File: config.mk
export PLATFORM = sky130hd
export DESIGN_NAME = fetch_stage
export DESIGN_NICKNAME = d
export VERILOG_FILES = /design/src/rtl/fetch_stage.sv
export SDC_FILE = /design/constraint.sdc
export NUM_CORES = 1
export LEC_CHECK = 0
export ABC_CLOCK_PERIOD_IN_PS = 2500
export BUFFER_PORTS_ARGS = -buffer_cell sky130_fd_sc_hd__clkbuf_2
export CAP_MARGIN = 20
export CORE_MARGIN = 5
export CORE_UTILIZATION = 27
export DETAILED_ROUTE_END_ITERATION = 8
export SKIP_LAST_GASP = 1
export SYNTH_ARGS = -nofsm -noshare
export SYNTH_HDL_FRONTEND = slang
export SYNTH_SLANG_ARGS = --single-unit
File: constraint.sdc
create_clock -name clk -period 2.5 [get_ports clk]
set_input_delay 0 -clock clk [delete_from_list [all_inputs] [get_ports clk]]
set_output_delay 0 -clock clk [all_outputs]
set_load 0.02 [all_outputs]
File: src/rtl/fetch_stage.sv
// fetch_stage: PC register, redirect selection and the IF/ID pipeline register.
// Optional performance counters are built only when FETCH_PERF_CNT_EN is defined;
// otherwise StallCount/FlushCount are tied to zero and no counter flops exist.
module fetch_stage #(
    parameter logic [31:0] RESET_PC  = 32'h0000_0000,
    parameter logic [31:0] NOP_INSTR = 32'h0000_0000
) (
    input  logic        clk,
    input  logic        reset,
    input  logic        StallF,
    input  logic        StallD,
    input  logic        FlushD,
    input  logic        PCWrPendingF,
    input  logic        BranchTakenE,
    input  logic [31:0] BranchTargetE,
    input  logic        PCSrcW,
    input  logic [31:0] ResultW,
    output logic [31:0] PCF,
    input  logic [31:0] InstrF,
    output logic [31:0] InstrD,
    output logic [31:0] PCPlus4D,
    output logic        ValidD,
    output logic [2:0]  TypeD,
    output logic [3:0]  OpD,
    output logic [4:0]  RegWriteAddressD,
    output logic [15:0] StallCount,
    output logic [15:0] FlushCount
);

    localparam int unsigned XLEN  = 32;
    localparam int unsigned CNT_W = 16;

    logic            redirect;
    logic [XLEN-1:0] redirectTarget;
    logic [XLEN-1:0] pcPlus4F;
    logic [XLEN-1:0] pcNext;
    logic            pcHold;
    logic            bubbleD;

    // Redirect detection; a resolved Execute branch outranks a Writeback PC write
    always_comb begin
        redirect       = BranchTakenE | PCSrcW;
        redirectTarget = BranchTakenE ? BranchTargetE : ResultW;
    end

    // Sequential fetch address, wraps naturally at the top of the address space
    assign pcPlus4F = PCF + XLEN'(4);

    // Next-PC select: redirect overrides both hazard holds
    always_comb begin
        pcHold = StallF | PCWrPendingF;
        pcNext = pcPlus4F;
        if (redirect) begin
            pcNext = redirectTarget;
        end else if (pcHold) begin
            pcNext = PCF;
        end
    end

    // PC register
    always_ff @(posedge clk or posedge reset) begin
        if (reset) begin
            PCF <= RESET_PC;
        end else begin
            PCF <= pcNext;
        end
    end

    // Bubble into Decode: explicit flush, wrong-path squash, or PC write in flight
    always_comb begin
        bubbleD = FlushD | redirect | (PCWrPendingF & ~StallD);
    end

    // IF/ID register; a bubble wins over a Decode stall
    always_ff @(posedge clk or posedge reset) begin
        if (reset) begin
            InstrD   <= NOP_INSTR;
            PCPlus4D <= '0;
            ValidD   <= 1'b0;
        end else if (bubbleD) begin
            InstrD   <= NOP_INSTR;
            PCPlus4D <= '0;
            ValidD   <= 1'b0;
        end else if (!StallD) begin
            InstrD   <= InstrF;
            PCPlus4D <= pcPlus4F;
            ValidD   <= 1'b1;
        end
    end

    // Decode fields handed to the controller straight from the IF/ID register
    assign TypeD            = InstrD[31:29];
    assign OpD              = InstrD[28:25];
    assign RegWriteAddressD = InstrD[24:20];

`ifdef FETCH_PERF_CNT_EN
    logic stallEvent;

    // A cycle counts as a stall only if the PC was held rather than redirected
    assign stallEvent = pcHold & ~redirect;

    // Saturating stall-cycle counter
    always_ff @(posedge clk or posedge reset) begin
        if (reset) begin
            StallCount <= '0;
        end else if (stallEvent && (StallCount != {CNT_W{1'b1}})) begin
            StallCount <= StallCount + CNT_W'(1);
        end
    end

    // Saturating Decode-bubble counter
    always_ff @(posedge clk or posedge reset) begin
        if (reset) begin
            FlushCount <= '0;
        end else if (bubbleD && (FlushCount != {CNT_W{1'b1}})) begin
            FlushCount <= FlushCount + CNT_W'(1);
        end
    end
`else
    assign StallCount = '0;
    assign FlushCount = '0;
`endif

endmodule

# Word-level counts from Yosys, hierarchy flattened
# Cells that the tools add are included.
[classes] muxes=9 bitwise=6 add_sub_neg=1 eq_ne=2
[ops] operator="32-bit 2-to-1 mux" count=7
[ops] operator="32-bit by 3-bit adder with 32-bit output, second input constant" count=1
[ops] operator="1-bit OR" count=4
[ops] operator="1-bit 2-to-1 mux" count=2
[ops] operator="2-bit by 1-bit inequality test with 1-bit output, second input constant" count=1
[ops] operator="2-bit inequality test, second input constant" count=1
[ops] operator="1-bit bitwise AND" count=1
[ops] operator="1-bit inverter" count=1
[word_totals] reg_bits=97 output_inout_bits=141 elab_cells=22 inputBits=104

# Depth between registers and ports, before layout
# Gate-level depths: netlist (run 1).
[depth] word_depth=4 ltp_mapped=9 ltp_nobuf=6

# Least setup slack after synthesis (run 1)
# No wires, ideal clock.
[synth_timing] path_kind="reg-to-reg" startpoint="reg PCF[2]" endpoint="reg PCF[30]" arrival_time_ps=2273 n_path_buf=0 required_ps=2424 synth_period_minus_slack_ps=2349 setup_time_ps=76 slack_ps=151 stages_incl_launch_ff=7 path_cell_list="dfrtp_1 -> ha_1 -> nand3_4 -> or4_4 -> or4_1 -> xor2_1 -> o21ai_1"
[synth_via] elab_chain_len=3
[synth_rtl] element="from (decl)" line="18" rtl="output logic [31:0] PCF,"
[synth_rtl] element="from (signal assigned)" line="65" rtl="PCF <= pcNext;"
[synth_rtl] element="32-bit by 3-bit adder with 32-bit output" line="47" rtl="assign pcPlus4F = PCF + XLEN'(4);"
[synth_rtl] element="32-bit 2-to-1 mux" line="55" rtl="end else if (pcHold) begin"
[synth_rtl] element="32-bit 2-to-1 mux" line="53" rtl="if (redirect) begin"
# Every way passes these cells. The select of a mux whose other input is x is not followed.
# A chain may end at the register's enable or synchronous reset.

# Final worst setup path (run 1)
[layout_timing] startpoint="reg PCF[3]" endpoint="reg PCF[8]"
# The elaborated chain is that of the path after synthesis.

==> results.md, run 1 <==
- Slowest CP cell: dlygate4sd3_1
- Critical-path cell list: ha_2 -> buf_4 -> and3_2 -> nand4_1 -> xor2_1 -> a222oi_1 -> dlygate4sd3_1
- Synth top area share: 0.465
- Highest Clock Rate: 421 MHz
- Initial Util: 0.276
- Vias per cell: between 4 and 5
- Boundary Pins: approximately 250
- RSZ-0062 raised after global routing: false
- Worst EP arrival: 2.67 ns
- Synth Flop Type: dfrtp_1
- Post-synth EDFFs: 0
- WP data required: around 2.8 ns
- Vias in the first global route: about 5,200
- First-pass GRT wire length: 28,900 um
- Hold Crit Class: primary input to register
- Mapped Area: roughly 0.0052 mm2
- Max Slew Vio Count: 0
- # placed instances: 980
- Critical path fanouts, max: 5
- Max-Cap Viols: 0
- Hold_sp: BranchTargetE[11]
- Power Dens Cells: roughly 520 mW/mm2
- Leading area contributor after synthesis: dfrtp_1
- Sequential share of the synthesized area: 0.465
- Clock Skews: 0.00955 ns
- Tmin final: 2.37 ns
- Die area: between 0.02 and 0.025 mm2
- DR pass1 iterations: 5
- DR WL/cell: approximately 17 um
- Layout Nets: a little over 900
- DRC Markers: 0
- CTS Sinks: 97
- CTS Buf Count: 9
- CTS tree: yes
- Hold slack final: between 0.01 and 0.015 ns
- GP Congestion: 0.785
- Tcrit/Tclk final: 0.950
- DRT antenna net count: 0
- Overall global routing resource usage: 0.166
- Final Hold Viols: 0
- Synth-to-layout area growth: 44.8%
- Synth warn: 0
- Dpl hpwl: 13,700 um
- Worst Setup End Kind: register
- Clock Latency Late Sink: roughly 0.36 ns
- Clock transition at the registers of the reported paths: around 0.080 ns
- Reg-to-Reg Start: PCF[3]
- Root Driver: clkbuf_16
- Final setup viols: 0
- Post-route insts no fill: 1,082
- WS Path Type: register to register
- IO Port Bufs: around 210
- Reg2reg end: PCF[8]
- Vias: about 5,100
- DRT iter0 DRCs: approximately 280
- Post-route setup TNS: 0 ns
- Die Span X: 149 um
- Yosys reg bits: between 90 and 100
- Asr flop ratio synth: 1.00
- CP peak stage delay: 0.61 ns
- Core ar.: around 0.019 mm2
- Hold Crit Depth: 3
- Fraction of layout cells with a size suffix above 1: 0.339
- Worst Hold End: PCF[11]
- Mean post-synth cell area: between 9 and 10 um2
- Startpoint Class: register
- Status: finished, final reports clean
- # rows: 50
- Synth area leaders: dfrtp_1 (46%), buf_4 (6.9%), a22o_1 (6.2%), nand2_1 (4.4%), o21ai_0 (3.9%)
- Die H: about 150 um
- Worst-margin pin slew: around 0.84 ns
- Worst Reg-to-Reg Cells: 7
- VDD IR-drop max: 0.256 mV
- R2r setup slk: approximately 0.13 ns
- Syn Inst Count: about 540
- Clk buf depth: 2
- Distinct cell type count of the synthesized netlist: 51
- GRT overflow: 0
- Htree depth: 3
- P_leak: between 3 and 4 nW
- Routed WL: 18,900 um
- Slew headroom: 0.437
- Initial antenna violation count: 0
- Largest net degree at the start of global routing: 46
==> worst max path at each step <==
stage / startpoint / end / slack, ns / depth (start not counted)
floorplan: PCF[2] / PCF[30] / 0.15 / 6
global placement: PCF[3] / PCF[30] / 0.30 / 6
detailed placement: PCF[3] / PCF[30] / 0.26 / 6
CTS: PCF[3] / PCF[8] / 0.11 / 7
global route: PCF[3] / PCF[8] / 0.02 / 7
finish: PCF[3] / PCF[8] / 0.13 / 7
==> routing by layer <==
| layer | vias up | share of wire | track usage |
|---|---|---|---|
| met4 | 0 | 0.020 | 0.0508 |
| met2 | 215 | 0.47 | 0.272 |
| met5 | - | 0 | 0 |
| li1 | 2395 | - | - |
| met3 | 26 | 0.077 | 0.0441 |
| met1 | 2424 | 0.43 | 0.215 |
==> cells by family after synthesis <==
logic type | after synthesis | synth area share
AO/OA/AOI/OAI | 156 | 0.200
AND/OR/NAND/NOR | 142 | 0.141
other | 1 | 0.000718
XOR/XNOR | 40 | 0.0671
adder cells (fa/ha/maj) | 1 | 0.00240
flip-flops | 97 | 0.465
multiplexers | 5 | 0.00958
buffers and inverters | 93 | 0.115
==> cell usage in the layout (no fill, tap or decap), types with 3 or more instances in the layout <==
| cell type | instances |
|---|---|
| a21oi_1 | 25 |
| a22o_1 | 37 |
| a22oi_1 | 20 |
| a2bb2oi_1 | 9 |
| a31o_2 | 3 |
| buf_4 | 25 |
| clkbuf_16 | 9 |
| clkbuf_2 | 212 |
| conb_1 | 32 |
| dfrtp_1 | 97 |
| dlygate4sd3_1 | 85 |
| inv_1 | 7 |
| mux2i_1 | 5 |
| nand2_1 | 61 |
| nand3_1 | 18 |
| nand4_1 | 10 |
| nor2_1 | 15 |
| nor3_1 | 6 |
| nor4_2 | 4 |
| o21ai_0 | 41 |
| o21ai_1 | 13 |
| or4_1 | 3 |
| xnor2_1 | 21 |
| xor2_1 | 19 |
==> critical path, delay by kind of cell, from the launching register on <==
kind	cells	cell delay [ns]
buf+inv	2	0.75
flops	1	0.42
simple gates	2	0.36
compound gates	1	0.34
fa+ha+maj	1	0.25
xor+xnor	1	0.19
==> stage by stage <==
stage | area (um2) | setup WS (ns) | util | total power [mW]
final | 7560 | 0.126 | 0.400 | 3.92
after global routing | 7560 | 0.0184 | 0.400 | 4.12
after CTS | 7560 | 0.108 | 0.400 | 3.98
after detailed placement | 6410 | 0.265 | 0.339 | 2.43
after global placement | 6410 | 0.300 | 0.339 | 2.43
after floorplan | 5340 | 0.151 | - | 2.19
==> synthesized netlist by cell type, types with 3 or more instances <==
library cell / count
nand2_1: 61
nand4_1: 10
a22o_1: 37
buf_4: 48
o21ai_1: 13
xnor2_1: 21
nor3_1: 6
buf_6: 4
o21ai_0: 41
nor4_1: 3
a2bb2oi_1: 9
a22oi_1: 20
inv_1: 8
nor4_2: 4
a31o_2: 3
nand3_1: 18
dfrtp_1: 97
buf_1: 5
a21oi_1: 25
mux2i_1: 5
clkbuf_1: 23
nor2_1: 16
xor2_1: 19
or4_1: 3
==> power breakdown <==
part	internal [mW]	switching (mW)	total (mW)
clock network	0.709	0.692	1.40
registers	1.63	0.0989	1.73
logic	0.347	0.443	0.790
==> flip-flops by register name, indices dropped and copies added (netlist names) <==
signal / flops
InstrD: 32
ValidD: 1
PCF: 32
PCPlus4D: 32
==> timing repair <==
action                                 in CTS  in global routing
setup endpoints to repair                   0                  1
buffers inserted                            0                  0
hold buffers                               85                  0
gates resized for setup                     0                  1
endpoints found under the hold margin      93                  0
==> layout make-up <==
class	instances	area, um2
diodes	1	2.50
clock buffers	9	225
clock inverters	7	73.8
fillers	1962	11300
inverters	8	33.8
multi-input cells	376	2330
flip-flops and latches	97	2430
well taps	260	325
repair buffers	324	2140
Power figures use the tool's default switching activity.
==> run 2: changes to the inputs <==
- ABC_AREA: not set -> 1
==> run 2 against run 1 <==
Via count fell by 0.28%. Synthesized area fell by 0.81%. Global-route usage barely moved. First-iteration DRC count rose by 8.7%. Critical path depth did not move. Final cell count rose by 3.3%. Largest power group unchanged. Power rose by 3.1%. Clock power barely moved. Combinational power rose by 13%. Cell area fell by 0.66%.
==> results.md, run 2 <==
- Hold Crit Class: primary input to register
- Area of the multi-input gates: 0.00229 mm2 (-1.9%)
- Tcrit/Tclk final: 0.688 (-0.261)
- Reg-to-Reg Start: PCF[2]
- Asr flop ratio synth: 1.00 (unchanged)
- Worst path bufs/invs: 5 (+3)
- Synth Flop Type: dfrtp_1
- Final Hold Viols: 0 (unchanged)
- Most frequent cells in the layout: clkbuf_2 (212), nand2_1 (169), dfrtp_1 (97), dlygate4sd3_1 (92), nor2_1 (60)
- Cell count along the critical path: 7 (unchanged)
- Worst Reg-to-Reg Cells: 7 (unchanged)
- Max-Cap Viols: 0 (unchanged)
- Highest Clock Rate: 581 MHz (+38%)
- Sequential share of the synthesized area: 0.469 (+0.00382)
- GRT overflow: 0 (unchanged)
- Commonest cells in the netlist: nand2_1 (169), dfrtp_1 (97), nor2_1 (60)
- Htree depth: 3 (unchanged)
- Clk buf depth: 2 (unchanged)
- Delay-heaviest family, CP: buffers and inverters
- Post-route insts no fill: 1,118 (+3.3%)
- R2r setup slk: 0.84 ns (+0.71 ns)
- Clock Latency Late Sink: 0.36 ns (about the same)
- Switching pwr: 1.29 mW (+4.4%)
- Largest regs: InstrD x32, PCF x32, PCPlus4D x32
- Initial Util: 0.276 (-0.000424)
- Clock transition at the registers of the reported paths: 0.08 ns (about the same)
- Vias in the first global route: 5,335 (+3.0%)
- DRT antenna net count: 0 (unchanged)
- Leading area contributor after synthesis: dfrtp_1
- Largest net degree at the start of global routing: 45 (-2.2%)
- Worst Setup EP: ValidD
- Worst EP arrival: 2.02 ns (-0.65 ns)
- Critical path fanouts, max: 3 (-2)
- Distinct cell type count of the synthesized netlist: 32 (-37%)
- CTS Buf Count: 9 (unchanged)
- Syn Inst Count: 594 (+11%)
- Worst Setup End Kind: register
- Reg2reg end: PCF[12]
- Die H: 149 um (-0.38%)
- Synth warn: 0 (unchanged)
- Layout Nets: 984 (+6.8%)
- Post-route setup TNS: 0 ns (unchanged)
- Commonest non-fill, non-tap cell in the layout: clkbuf_2
- # placed instances: 1,010 (+3.1%)
- Filler Cells Inserted: 1,922 (-2.0%)
- Boundary Pins: 245 (unchanged)
- Yosys reg bits: 97 (unchanged)
- WS Path Type: primary input to register
- P_int: 2.76 mW (+2.6%)
- VDD IR-drop max: 0.223 mV (-13%)
- RSZ-0062 raised after global routing: false
- IO Port Bufs: 212 (unchanged)
- ANT cells: 0 (-1)
- Logic gate share of total power: 0.221 (+0.020)
- DR pass1 iterations: 5 (unchanged)
- DRC Markers: 0 (unchanged)
- CTS Sinks: 97 (unchanged)
- Initial antenna violation count: 0 (unchanged)
- GP Congestion: 0.804 (+2.5%)
- Root Driver: clkbuf_16
- Crit path from: FlushD
- Post-CTS sizing: 0 (unchanged)
- Post-synth EDFFs: 0 (unchanged)
- Final setup viols: 0 (unchanged)
- Switching part of the total: 0.318 (+0.00375)
- Critical-path cell list: dlygate4sd3_1 -> clkbuf_2 -> inv_1 -> nand3_2 -> dlygate4sd3_1 -> nor2_1 -> dlygate4sd3_1
- Clk pwr share: 0.339 (-0.018)
- Max Slew Vio Count: 0 (unchanged)
- Worst-margin pin slew: 0.942 ns (+0.0987 ns)
- Most frequent CP cell: dlygate4sd3_1
- Overall global routing resource usage: 0.166 (about the same)
- # rows: 50 (unchanged)
- Top-count cell post-synth: nand2_1
- Seq pwr share: 0.440 (about the same)
- CP peak stage delay: 0.57 ns (-0.04 ns)
- Dpl hpwl: 13,400 um (-2.2%)
- Power Dens Cells: 538 mW/mm2 (+3.8%)
- Fraction of layout cells with a size suffix above 1: 0.298 (-0.0411)
- Synth-to-layout area growth: 45.0%
- WP data required: 2.80 ns (about the same)
- Synth area leaders: dfrtp_1 (47%), nand2_1 (12%), buf_4 (7.1%), a22o_1 (6.9%), nor2_1 (4.3%)
- Tmin final: 1.72 ns (-0.654 ns)
- Routed WL: 18,400 um (-2.5%)
- Vias: 5,046 (-0.28%)
- Sequential cell area: 0.00243 mm2 (unchanged)
- P_leak: 3.94 nW (+10%)
- Slew headroom: 0.371 (-0.0659)
- DRT iter0 DRCs: 300 (+8.7%)
- Die area: 0.0221 mm2 (-0.76%)
- DR WL/cell: 16.4 um (-5.7%)
- Mean post-synth cell area: 8.72 um2 (-11%)
- Core ar.: 0.0188 mm2 (-0.66%)
- Status: finished, final reports clean
- Mapped Area: 0.00518 mm2 (-0.81%)
- Clock Skews: 0.0142 ns (+0.00468 ns)
- Die Span X: 149 um (-0.38%)
- Synth top area share: 0.469 (+0.00382)
- Startpoint Class: primary input
- First-pass GRT wire length: 28,900 um (about the same)
- Slowest CP cell: dlygate4sd3_1
- Vias per cell: 4.51 (-3.5%)
- CTS tree: yes
## run 2: changes by cell type after synthesis, sizes merged, moves of 18 or more
cell    change
o21ai      -49
inv        +22
nor2       +56
a221oi     +22
clkbuf     -18
nand2     +113
## run 2: cells by family after synthesis
kind of cell | synth area share
other | 0.000724
adders and majority gates | 0.00242
buffers and inverters | 0.112
and+or+nand+nor | 0.226
xor gates and xnor gates | 0.0297
AOI/OAI and AO/OA | 0.161
DFF | 0.469
## run 2: power by group through the flow
stage | logic, mW | clock network, mW | registers, mW
global placement | 0.761 | 0 | 1.81
CTS | 0.902 | 1.42 | 1.78
global route | 0.985 | 1.48 | 1.80
floorplan | 0.413 | 0 | 1.88
detailed placement | 0.766 | 0 | 1.81
finish | 0.893 | 1.37 | 1.78
## run 2: worst min-delay path by stage
| stage | slack, ns | startpoint | cells after the start | endpoint |
|---|---|---|---|---|
| final | 0.007 | BranchTargetE[19] | 3 | PCF[19] |
| after global routing | 0.04 | ResultW[5] | 3 | PCF[5] |
| after CTS | 0.001 | BranchTargetE[14] | 3 | PCF[14] |
| after detailed placement | 0.22 | InstrF[21] | 2 | InstrD[21] |
| after global placement | 0.22 | InstrF[15] | 2 | InstrD[15] |
| after floorplan | 0.13 | InstrF[23] | 1 | InstrD[23] |
## run 2: tightest hold or removal path, stage by stage
cell      delay, ns
clkbuf_2       0.08
a221oi_1       0.09
a21oi_1        0.15
## run 2: routing by layer
| metal | global-route usage | wire, um | vias to the layer above |
|---|---|---|---|
| met2 | 0.271 | 8580 | 169 |
| met1 | 0.218 | 8270 | 2371 |
| li1 | - | - | 2476 |
| met3 | 0.0375 | 1080 | 30 |
| met4 | 0.0568 | 441 | 0 |
| met5 | 0 | 0 | - |
## run 2: layout make-up
class / instances / share of cell area
Clock buffer: 11 / 0.0336
Clock inverter: 5 / 0.00516
Tap cell: 234 / 0.0390
Inverter: 30 / 0.0155
Sequential cell: 97 / 0.323
Timing Repair Buffer: 314 / 0.279
Multi-Input combinational cell: 427 / 0.305
## run 2: metrics by stage
step	power [mW]	cell area, um2	setup slack, ns	utilization	hold WS, ns
5_1_grt	4.26	7510	0.621	0.400	0.0399
4_1_cts	4.10	7510	0.802	0.400	0.00108
3_5_place_dp	2.57	6300	0.834	0.336	0.222
2_1_floorplan	2.29	5300	0.892	-	0.133
3_3_place_gp	2.57	6300	0.829	0.336	0.218
6_report	4.04	7510	0.779	0.400	0.00661
## run 2: timing repair
action,CTS,global route
setup buffers,0,0
hold endpoints to repair,99,0
hold buffers,92,0
